**config.mk**
```make
export PLATFORM = sky130hd
export DESIGN_NAME = pc_redirect_unit
export DESIGN_NICKNAME = d
export VERILOG_FILES = /design/src/rtl/pc_redirect_unit_pkg.sv /design/src/rtl/pc_redirect_unit_br_cond_eval.sv /design/src/rtl/pc_redirect_unit.sv
export SDC_FILE = /design/constraint.sdc
export NUM_CORES = 1
export LEC_CHECK = 0
export CAP_MARGIN = 20
export CORE_MARGIN = 5
export CORE_UTILIZATION = 54
export CTS_CLUSTER_DIAMETER = 100
export DETAILED_ROUTE_END_ITERATION = 10
export PLACE_DENSITY = 0.89
export SYNTH_ARGS = -nofsm -noshare
export SYNTH_HDL_FRONTEND = slang
export SYNTH_HIERARCHICAL = 1
export SYNTH_SLANG_ARGS = --single-unit
```
**constraint.sdc**
```tcl
create_clock -name clk -period 11.9 [get_ports clk]
set_input_delay 2.38 -clock clk [delete_from_list [all_inputs] [get_ports clk]]
set_output_delay 2.38 -clock clk [all_outputs]
set_load 0.01 [all_outputs]
```
**src/rtl/pc_redirect_unit_pkg.sv**
```systemverilog
// Shared control encodings for the PC redirect path.
// Holds NPC select, branch condition and jump kind codes.
package pc_redirect_unit_pkg;

   typedef enum logic [1:0] {
      NPC_PLUS4    = 2'd0,
      NPC_BRANCH   = 2'd1,
      NPC_JUMP_IMM = 2'd2,
      NPC_JUMP_REG = 2'd3
   } npc_op_e;

   typedef enum logic [2:0] {
      BR_EQ  = 3'd0,
      BR_NE  = 3'd1,
      BR_LEZ = 3'd2,
      BR_GTZ = 3'd3,
      BR_LTZ = 3'd4,
      BR_GEZ = 3'd5
   } br_cond_e;

   typedef enum logic [1:0] {
      JUMP_NONE = 2'd0,
      JUMP_IMM  = 2'd1,
      JUMP_REG  = 2'd2
   } jump_e;

   typedef enum logic {
      RUN  = 1'b0,
      PEND = 1'b1
   } pru_state_e;

endpackage

```
**src/rtl/pc_redirect_unit_br_cond_eval.sv**
```systemverilog
// Branch condition evaluator from ALU zero/sign flags.
// Codes 6-7 are never taken.
module br_cond_eval
   import pc_redirect_unit_pkg::*;
(
   input  logic [2:0] br_cond_i,
   input  logic       zero_i,
   input  logic       neg_i,
   output logic       cond_o
);

   always_comb begin
      cond_o = 1'b0;
      case (br_cond_i)
         BR_EQ:   cond_o = zero_i;
         BR_NE:   cond_o = !zero_i;
         BR_LEZ:  cond_o = neg_i | zero_i;
         BR_GTZ:  cond_o = !neg_i & !zero_i;
         BR_LTZ:  cond_o = neg_i;
         BR_GEZ:  cond_o = !neg_i;
         default: cond_o = 1'b0;
      endcase
   end

endmodule

```
**src/rtl/pc_redirect_unit.sv**
```systemverilog
// PC register and EX redirect resolver with stall-pending hold.
// Optional misaligned-target trap: PC_ALIGN_TRAP_EN.
module pc_redirect_unit
   import pc_redirect_unit_pkg::*;
#(
   parameter int              ADDR_W     = 32,
   parameter logic [ADDR_W-1:0] RESET_PC   = 32'h0000_3000,
   parameter logic [ADDR_W-1:0] EXC_VECTOR = 32'h0000_4180
) (
   input  logic              clk,
   input  logic              rst,
   input  logic              stall_i,
   input  logic              res_valid_i,
   input  logic [1:0]        jump_i,
   input  logic              branch_i,
   input  logic [2:0]        br_cond_i,
   input  logic              zero_i,
   input  logic              neg_i,
   input  logic [ADDR_W-1:0] ex_pc_i,
   input  logic [25:0]       imm26_i,
   input  logic [15:0]       br_off_i,
   input  logic [ADDR_W-1:0] reg_tgt_i,
   output logic [ADDR_W-1:0] pc_o,
   output logic [1:0]        npc_op_o,
   output logic              flush_o,
   output logic              pending_o,
   output logic              addr_err_o
);

   pru_state_e        state_q, state_n;
   logic [ADDR_W-1:0] pc_q, pc_n, tgt_q, tgt_n;
   logic [ADDR_W-1:0] pc4, imm_tgt, br_tgt, off_x;
   logic [ADDR_W-1:0] raw_tgt, tgt;
   logic              cond, jmp_imm, jmp_reg, taken;
   npc_op_e           kind;
   logic              err;

   br_cond_eval u_cond (
      .br_cond_i (br_cond_i),
      .zero_i    (zero_i),
      .neg_i     (neg_i),
      .cond_o    (cond)
   );

   assign jmp_imm = (jump_i == JUMP_IMM);
   assign jmp_reg = (jump_i == JUMP_REG);
   assign taken   = res_valid_i & (jmp_imm | jmp_reg | (branch_i & cond));

   always_comb begin
      pc4           = ex_pc_i + ADDR_W'(4);
      imm_tgt       = pc4;
      imm_tgt[27:0] = {imm26_i, 2'b00};
      off_x         = {{(ADDR_W-16){br_off_i[15]}}, br_off_i};
      br_tgt        = pc4 + {off_x[ADDR_W-3:0], 2'b00};
      kind          = NPC_BRANCH;
      raw_tgt       = br_tgt;
      // Jump outranks a simultaneously flagged branch
      if (jmp_imm) begin
         kind    = NPC_JUMP_IMM;
         raw_tgt = imm_tgt;
      end else if (jmp_reg) begin
         kind    = NPC_JUMP_REG;
         raw_tgt = reg_tgt_i;
      end
   end

`ifdef PC_ALIGN_TRAP_EN
   logic misal;
   assign misal = |raw_tgt[1:0];
   assign tgt   = misal ? EXC_VECTOR : raw_tgt;
`else
   logic unused_exc;
   assign unused_exc = ^EXC_VECTOR;
   assign tgt        = {raw_tgt[ADDR_W-1:2], 2'b00};
`endif

   always_comb begin
      state_n  = state_q;
      pc_n     = pc_q;
      tgt_n    = tgt_q;
      flush_o  = 1'b0;
      npc_op_o = NPC_PLUS4;
      err      = 1'b0;
      unique case (state_q)
         RUN: begin
            if (taken) begin
               flush_o  = 1'b1;
               npc_op_o = kind;
`ifdef PC_ALIGN_TRAP_EN
               err      = misal;
`endif
               if (stall_i) begin
                  tgt_n   = tgt;
                  state_n = PEND;
               end else begin
                  pc_n = tgt;
               end
            end else if (!stall_i) begin
               pc_n = pc_q + ADDR_W'(4);
            end
         end
         PEND: begin
            // Younger resolutions were flushed with the original redirect
            if (!stall_i) begin
               pc_n    = tgt_q;
               state_n = RUN;
            end
         end
         default: state_n = RUN;
      endcase
   end

   always_ff @(posedge clk) begin
      if (rst) begin
         state_q <= RUN;
         pc_q    <= RESET_PC;
         tgt_q   <= '0;
      end else begin
         state_q <= state_n;
         pc_q    <= pc_n;
         tgt_q   <= tgt_n;
      end
   end

   assign pc_o       = pc_q;
   assign pending_o  = (state_q == PEND);
   assign addr_err_o = err;

endmodule

```
## Word level (Yosys, flattened, before mapping)

Cells that the tools add are included.

| cells by class | value |
|---|---|
| bitwise gates (word level) | 7 |
| $add $sub $neg | 3 |
| equality and inequality tests | 9 |
| multiplexer cells | 17 |
| multipliers | 0 |
| order comparisons | 0 |
| div/mod/pow operators | 0 |
| reductions and logical operators | 5 |
| shifts and indexed selects | 0 |

Operator list:

| cell | number |
|---|---|
| two-way mux 32 bit | 6 |
| adder 32 x 3 -> 32 bit (second input constant) | 2 |
| case mux 32 bit (2 select lines) | 1 |
| adder 32 bit | 1 |
| two-way mux 2 bit | 4 |
| equality test 3 x 2 -> 1 bit (second input constant) | 2 |
| equality test 3 bit (second input constant) | 2 |
| case mux 1 bit (6 select lines) | 1 |
| two-way mux 1 bit | 4 |
| inequality test 2 bit (second input constant) | 2 |
| bitwise AND 1 bit | 3 |
| equality test 3 x 1 -> 1 bit (second input constant) | 1 |
| logical NOT 3 bit | 1 |
| OR 1 bit | 3 |
| AND reduction 3 bit | 1 |
| equality test 2 x 1 -> 1 bit (second input constant) | 1 |
| equality test 2 bit (second input constant) | 1 |
| logical NOT 1 bit | 2 |
| case mux 1 bit (2 select lines) | 1 |
| AND reduction 2 bit | 1 |
| inverter 1 bit | 1 |

| storage, ports and cells | value |
|---|---|
| bits in writable memories | 0 |
| logic and storage cells | 44 |
| input bits | 118 |
| bits in read-only memories | 0 |
| memories kept | 0 |
| bits in latches | 0 |
| register bits after elaboration | 63 |

## Depth between registers and ports, before layout

Gate-level depths: netlist (run 1).

| logic depth | value |
|---|---|
| depth in word-level cells | 8 |
| depth in mapped cells | 17 |
| mapped depth without buffers | 16 |

## Hierarchy

Netlist (run 1), hierarchy kept.

Modules (own cells, without submodules):

| module | sequential area each (sq um) | area an instance (sq um) | cells each | instances |
|---|---|---|---|---|
| pc_redirect_unit | 1221.2 | 5947.0 | 815 | 1 |
| br_cond_eval | 0.0 | 47.5 | 7 | 1 |

## Worst setup path after synthesis (run 1)

No wires, ideal clock.

| path | value |
|---|---|
| path type | input-to-output |
| from | input br_cond_i[2] |
| to | output flush_o |
| cell stages on the path | 8 |
| path buffers | 1 |
| arrival | 3.436 ns |
| slack | 6.084 ns |
| cell sequence | mux2i_1 -> a21oi_1 -> o22ai_1 -> nand2_1 -> nand2_1 -> nand3_1 -> inv_1 -> clkbuf_1 |

| on the way | value |
|---|---|
| longest elaborated chain between the ends | 7 |
| elaborated cells on any way between the ends | 12 |
| classes of those cells | eq/ne (5); mux (3); bitwise (3); reduce/logical (1) |

Ends and longest elaborated chain:

| what | line | text |
|---|---|---|
| start: declaration | pc_redirect_unit.sv:16 | `input logic [2:0] br_cond_i,` |
| equality test 3 bit (tied with other cells) | pc_redirect_unit_br_cond_eval.sv:14 | `case (br_cond_i)` |
| case mux 1 bit (6 select lines) * | pc_redirect_unit_br_cond_eval.sv:14 |  |
| net cond | pc_redirect_unit.sv:34 | `logic cond, jmp_imm, jmp_reg, taken;` |
| bitwise AND 1 bit * | pc_redirect_unit.sv:47 | `assign taken = res_valid_i & (jmp_imm \| jmp_reg \| (branch_i & cond));` |
| OR 1 bit * | pc_redirect_unit.sv:47 |  |
| bitwise AND 1 bit * | pc_redirect_unit.sv:47 |  |
| two-way mux 1 bit * | pc_redirect_unit.sv:86 | `if (taken) begin` |
| two-way mux 1 bit * | pc_redirect_unit.sv:84 | `unique case (state_q)` |
| end: declaration | pc_redirect_unit.sv:25 | `output logic flush_o,` |

Mark *: on every way through the listed nets, which the timed path passes. The rest lies on a longest branch.

## Final worst setup path (run 1)

Same ends and word-level chain as after synthesis.

==> results of run 1 <==
cells in the final DEF (no fill, tap or decap), types with 5 or more instances in the layout:
master / instances
o21ai_0: 44
clkbuf_8: 12
xor2_1: 20
a221oi_1: 28
nand2b_1: 8
and3_1: 14
buf_4: 9
nand4_1: 21
mux2i_1: 8
nor3_1: 15
o2111ai_1: 5
clkdlybuf4s50_1: 147
a21oi_1: 63
o211ai_1: 16
o31ai_1: 5
o22ai_1: 6
nand3_1: 44
nand2_1: 104
dfxtp_1: 61
ha_1: 38
nor3b_1: 5
o21a_1: 16
nor2_1: 62
a211oi_1: 12
o211a_1: 6
a21o_1: 10
inv_1: 32
xnor2_1: 51
path summary, 6_finish.rpt:
check	start	endpoint	cells after the start
min	tgt_q[20]$_SDFFE_PP0P_	tgt_q[20]$_SDFFE_PP0P_	2
max reg2reg	pc_o[2]$_SDFFE_PP0P_	pc_o[30]$_SDFFE_PP0P_	9
max	br_cond_i[2]	flush_o	9
min reg2reg	tgt_q[20]$_SDFFE_PP0P_	tgt_q[20]$_SDFFE_PP0P_	2
power by group:
part / total [mW] / switching, mW / internal (mW)
clock network: 0.196 / 0.0833 / 0.113
logic: 0.288 / 0.155 / 0.134
registers: 0.236 / 0.0168 / 0.220
logic make-up (layout without fill, tap and decap cells):
logic type / after synthesis / after routing / share of synthesized area
compound gates: 254 / 254 / 0.292
xor+xnor: 71 / 71 / 0.104
fa+ha+maj: 39 / 39 / 0.0827
buf+inv: 83 / 205 / 0.0547
flops: 61 / 61 / 0.204
mux: 11 / 11 / 0.0190
other cells: 1 / 3 / 0.000626
simple gates: 302 / 302 / 0.244
sequential cells by signal (all words and copies together), names as in the netlist:
signal	count
pc_o	30
pending_o	1
tgt_q	30
per-layer routing:
layer  GRT usage  wire length [microns]  up-vias
li1            -                      -     3261
met1       0.371                   7900     3127
met2       0.467                   9130      381
met3      0.0442                   1660       58
met4       0.112                    575        0
met5           0                      0        -
layout make-up:
class,instances,area [sq um]
clock buffer,12,165
timing repair buffer,156,1540
sequential,61,1220
fill,936,3120
clock inverter,4,45.0
inverter,33,124
multi-input combinational,680,4450
tap,140,175
critical path, stage by stage:
cell and delay [ps]:
clkdlybuf4s50_1 530, mux2i_1 200, a21oi_1 80, o22ai_1 150, nand2_1 60, nand2_1 130, nand3_1 540, inv_1 250
clkdlybuf4s50_1 570
stage by stage:
stage / cells / utilization / hold WS (ps)
finish: 1086 / 0.712 / 461
global route: 1086 / 0.712 / 475
CTS: 1086 / 0.712 / 459
detailed placement: 1070 / 0.693 / 450
global placement: 1070 / 0.693 / 443
floorplan: 824 / - / 436
==> reports/results.ini, run 1 <==
[run_status]
status=completed

[logic_synthesis]
synth_top_area_frac=0.204
postSynth.asyncResetShare=0
synth.most_common_cell=nand2_1
synth_cells=822
yosysWarnings=6
seq_area_frac_synth=0.204
ys_ff_latch=61
ys_types=74
syn_area_sq_um=5990
synth_common_cells=nand2_1 (104), a21oi_1 (63), nor2_1 (62)
ys_top_cells_by_area=dfxtp_1 (20%), ha_1 (7.9%), xnor2_1 (7.5%), nand2_1 (6.5%), a21oi_1 (5.3%)
synth_top_area_cell=dfxtp_1
synth_edf_count=0
synth.avg_cell_area_sq_um=7.29
ys_dominant_reg_cell=dfxtp_1

[critical_path]
r2r_slack_ps=9100
start_kind=input port
path_max_fanout=14
critPathKind=input port to primary output
worstPathRequired_ps=9520
crit_path_end_kind=primary output
cp.arrival_ps=4900

[cts]
clkLatencyLatePin_ps=350
clockBufferDepth=2
cts_resized=0
htree_levels=3
cts_hold_buf=0
cts_inserted_buffers=9
cts_setup_buffers=0
clkSlewWorstSetupHoldPaths_ps=70
clockRootBuffer=clkbuf_8
cts_tree=built
cts_sinks=61

[floorplan]
dieArea_sq_um=13300
fp.dieW_microns=115
io-pin-count=155
rows=38
initial_core_util=0.553
die_h_microns=115
coreArea_sq_um=10800

[finish]
area_growth_pct=28.8
final_area_sq_um=7720
drive_gt1_frac=0.0465
nets=1098
antenna_cells=0

[grt]
grt_use_total=0.283
grt_antenna_before_repair=0
gr-total-overflow=0
grt_pass1_wl_mm=30.3
grt_pass1_vias=6258
grt_max_degree=48

[sta]
final_hold_viol_count=0
finalSetupViolCount=0
fmax_mhz=137
min_period_ps=7280
max_slew_margin=0.346
tns_ps=0
finClkSkew_ps=9.92
setup_slack_ps=4620
drv_slew=0
rsz0062_at_grt=no
final.period_utilization=0.612
worst_pin_slew_ps=975

[placement]
pre_cts_ws_ps=4670
hpwl_mm=14.6
dpl_cell_area_sq_um=7510
io_buffers=147
gp_congestion=0.932

[worst_hold_path]
min_path_type=register to register

[detailed_routing]
drc_errors=0
first_pass_iters=8
wl_mm=19.3
initialDrtViolationCount=614
ant_nets=0
viasPerCell=6.29
wire_per_inst_microns=17.7
vias=6827

[run]
max_cap_violations=0

[pwr]
power_density_nw_per_um2=93.4
finalPower_uw=721
peakVddDrop_mv=0.0964
p_leak_nw=2.95

(Power assumes the default switching activity.)
==> run 2, diff against run 1 <==
--- a/config.mk
+++ b/config.mk
@@ -7,10 +7,10 @@
 export LEC_CHECK = 0
 export CAP_MARGIN = 20
 export CORE_MARGIN = 5
-export CORE_UTILIZATION = 54
+export CORE_UTILIZATION = 46
 export CTS_CLUSTER_DIAMETER = 100
 export DETAILED_ROUTE_END_ITERATION = 10
-export PLACE_DENSITY = 0.89
+export PLACE_DENSITY = 0.81
 export SYNTH_ARGS = -nofsm -noshare
 export SYNTH_HDL_FRONTEND = slang
 export SYNTH_HIERARCHICAL = 1
==> constraint.sdc (replaced) <==
create_clock -name clk -period 6.2 [get_ports clk]
set_input_delay 1.24 -clock clk [delete_from_list [all_inputs] [get_ports clk]]
set_output_delay 1.24 -clock clk [all_outputs]
set_load 0.01 [all_outputs]
==> run 2 against run 1 <==
- worst hold slack lost 5.2 ps
- global-route usage shrank 3.6 points
- wire length shrank 0.92%
- utilization shrank 9.5 points
- power grew 100%
- clock power grew 140%
- highest routed layer unchanged
- first-iteration DRC count grew 2.3%
- combinational power grew 92%
- flip-flop and latch count is the same
==> reports/results.ini, run 2 (synthesis results as in run 1) <==
[run_status]
status=completed

[finish]
nFillCells=1192
nets=1101
mostFrequentLayoutCell=clkdlybuf4s50_1
layout_common_cells=clkdlybuf4s50_1 (147), nand2_1 (104), a21oi_1 (63)
antenna_cells=0
drive_gt1_frac=0.0495
final_area_sq_um=7850
area_growth_pct=31.0

[cts]
cts_hold_buf=0
cts_inserted_buffers=9
cts_tree=built
cts_setup_buffers=0
htree_levels=3
cts_sinks=61
clkSlewWorstSetupHoldPaths_ps=50
clockBufferDepth=2
clockRootBuffer=clkbuf_16
cts_resized=0
clkLatencyLatePin_ps=340

[grt]
grt_antenna_before_repair=0
grt_max_degree=43
grt_use_total=0.247
grt_pass1_vias=5997
gr-total-overflow=0
grt_pass1_wl_mm=30.3

[sta]
finClkSkew_ps=8.92
tns_ps=0
max_slew_margin=0.407
final_hold_viol_count=0
min_period_ps=5140
final.period_utilization=0.829
drv_slew=0
finalSetupViolCount=0
setup_slack_ps=1060
rsz0062_at_grt=no
fmax_mhz=194
holdWs_ps=456
worst_pin_slew_ps=889

[floorplan]
dieArea_sq_um=15400
fp.dieW_microns=124
coreArea_sq_um=12700
rows=41
io-pin-count=155
initial_core_util=0.471
die_h_microns=124

[critical_path]
crit_path_end_kind=register
critPathKind=input port to register
path_max_fanout=10
start_kind=input port
worstPathRequired_ps=6450
cp.arrival_ps=5390

[detailed_routing]
initialDrtViolationCount=628
viasPerCell=5.88
drc_errors=0
vias=6591
ant_nets=0
wl_mm=19.1
first_pass_iters=5
wire_per_inst_microns=17.0

[pwr]
power_density_nw_per_um2=187
peakVddDrop_mv=0.134
p_leak_nw=2.98
finalPower_mw=1.47

[placement]
pre_cts_ws_ps=804
dpl_cell_area_sq_um=7570
gp_congestion=0.916
hpwl_mm=14.4
io_buffers=147

[run]
max_cap_violations=0

[worst_hold_path]
min_path_type=register to register

run 2: worst paths after layout:
path,startpoint,end,slack [ps],cells after the start
worst min-delay path,tgt_q[17]$_SDFFE_PP0P_,tgt_q[17]$_SDFFE_PP0P_,460,2
worst max-delay path,ex_pc_i[4],pc_o[31]$_SDFFE_PP0P_,1060,15
worst max register to register,pc_o[2]$_SDFFE_PP0P_,pc_o[30]$_SDFFE_PP0P_,3470,9
worst min register to register,tgt_q[17]$_SDFFE_PP0P_,tgt_q[17]$_SDFFE_PP0P_,460,2
run 2: cell type report:
type                    instances  area (sq um)  share of cell area
multi-input cells             680          4450               0.567
flip-flops and latches         61          1220               0.156
inverters                      33           124              0.0158
well taps                     172           215              0.0274
clock inverters                 6          38.8             0.00494
clock buffers                  10           239              0.0304
repair buffers                159          1560               0.199
run 2: metal layers:
metal / global-route usage / wire length (microns) / vias up
met5: 0 / 0 / -
met4: 0.0616 / 245 / 0
met3: 0.0232 / 1470 / 20
met2: 0.410 / 8780 / 260
met1: 0.344 / 8590 / 3026
li1: - / - / 3285
run 2: report_power, final:
| part | switching [mW] | leakage (nW) | total [mW] | internal, mW |
|---|---|---|---|---|
| Sequential | 0.0320 | 0.501 | 0.454 | 0.422 |
| Combinational | 0.295 | 2.35 | 0.553 | 0.258 |
| Clock | 0.184 | 0.134 | 0.464 | 0.279 |
| Total | 0.511 | 2.98 | 1.47 | 0.959 |
run 2: stage by stage:
step	util	instances
finish	0.617	1121
global route	0.617	1121
CTS	0.617	1121
detailed placement	0.595	1105
global placement	0.595	1105
floorplan	-	824
run 2: critical path: stages:
cell and delay, ps:
clkdlybuf4s50_1 550, and4_1 310, and3_1 310, nand3_1 120, xnor2_1 300, ha_1 420, a21oi_2 230, inv_1 80
o41ai_2 410, nand2_1 140, a2111o_1 400, a2111oi_0 350, or3_1 190, o21ai_1 90, a221oi_2 240
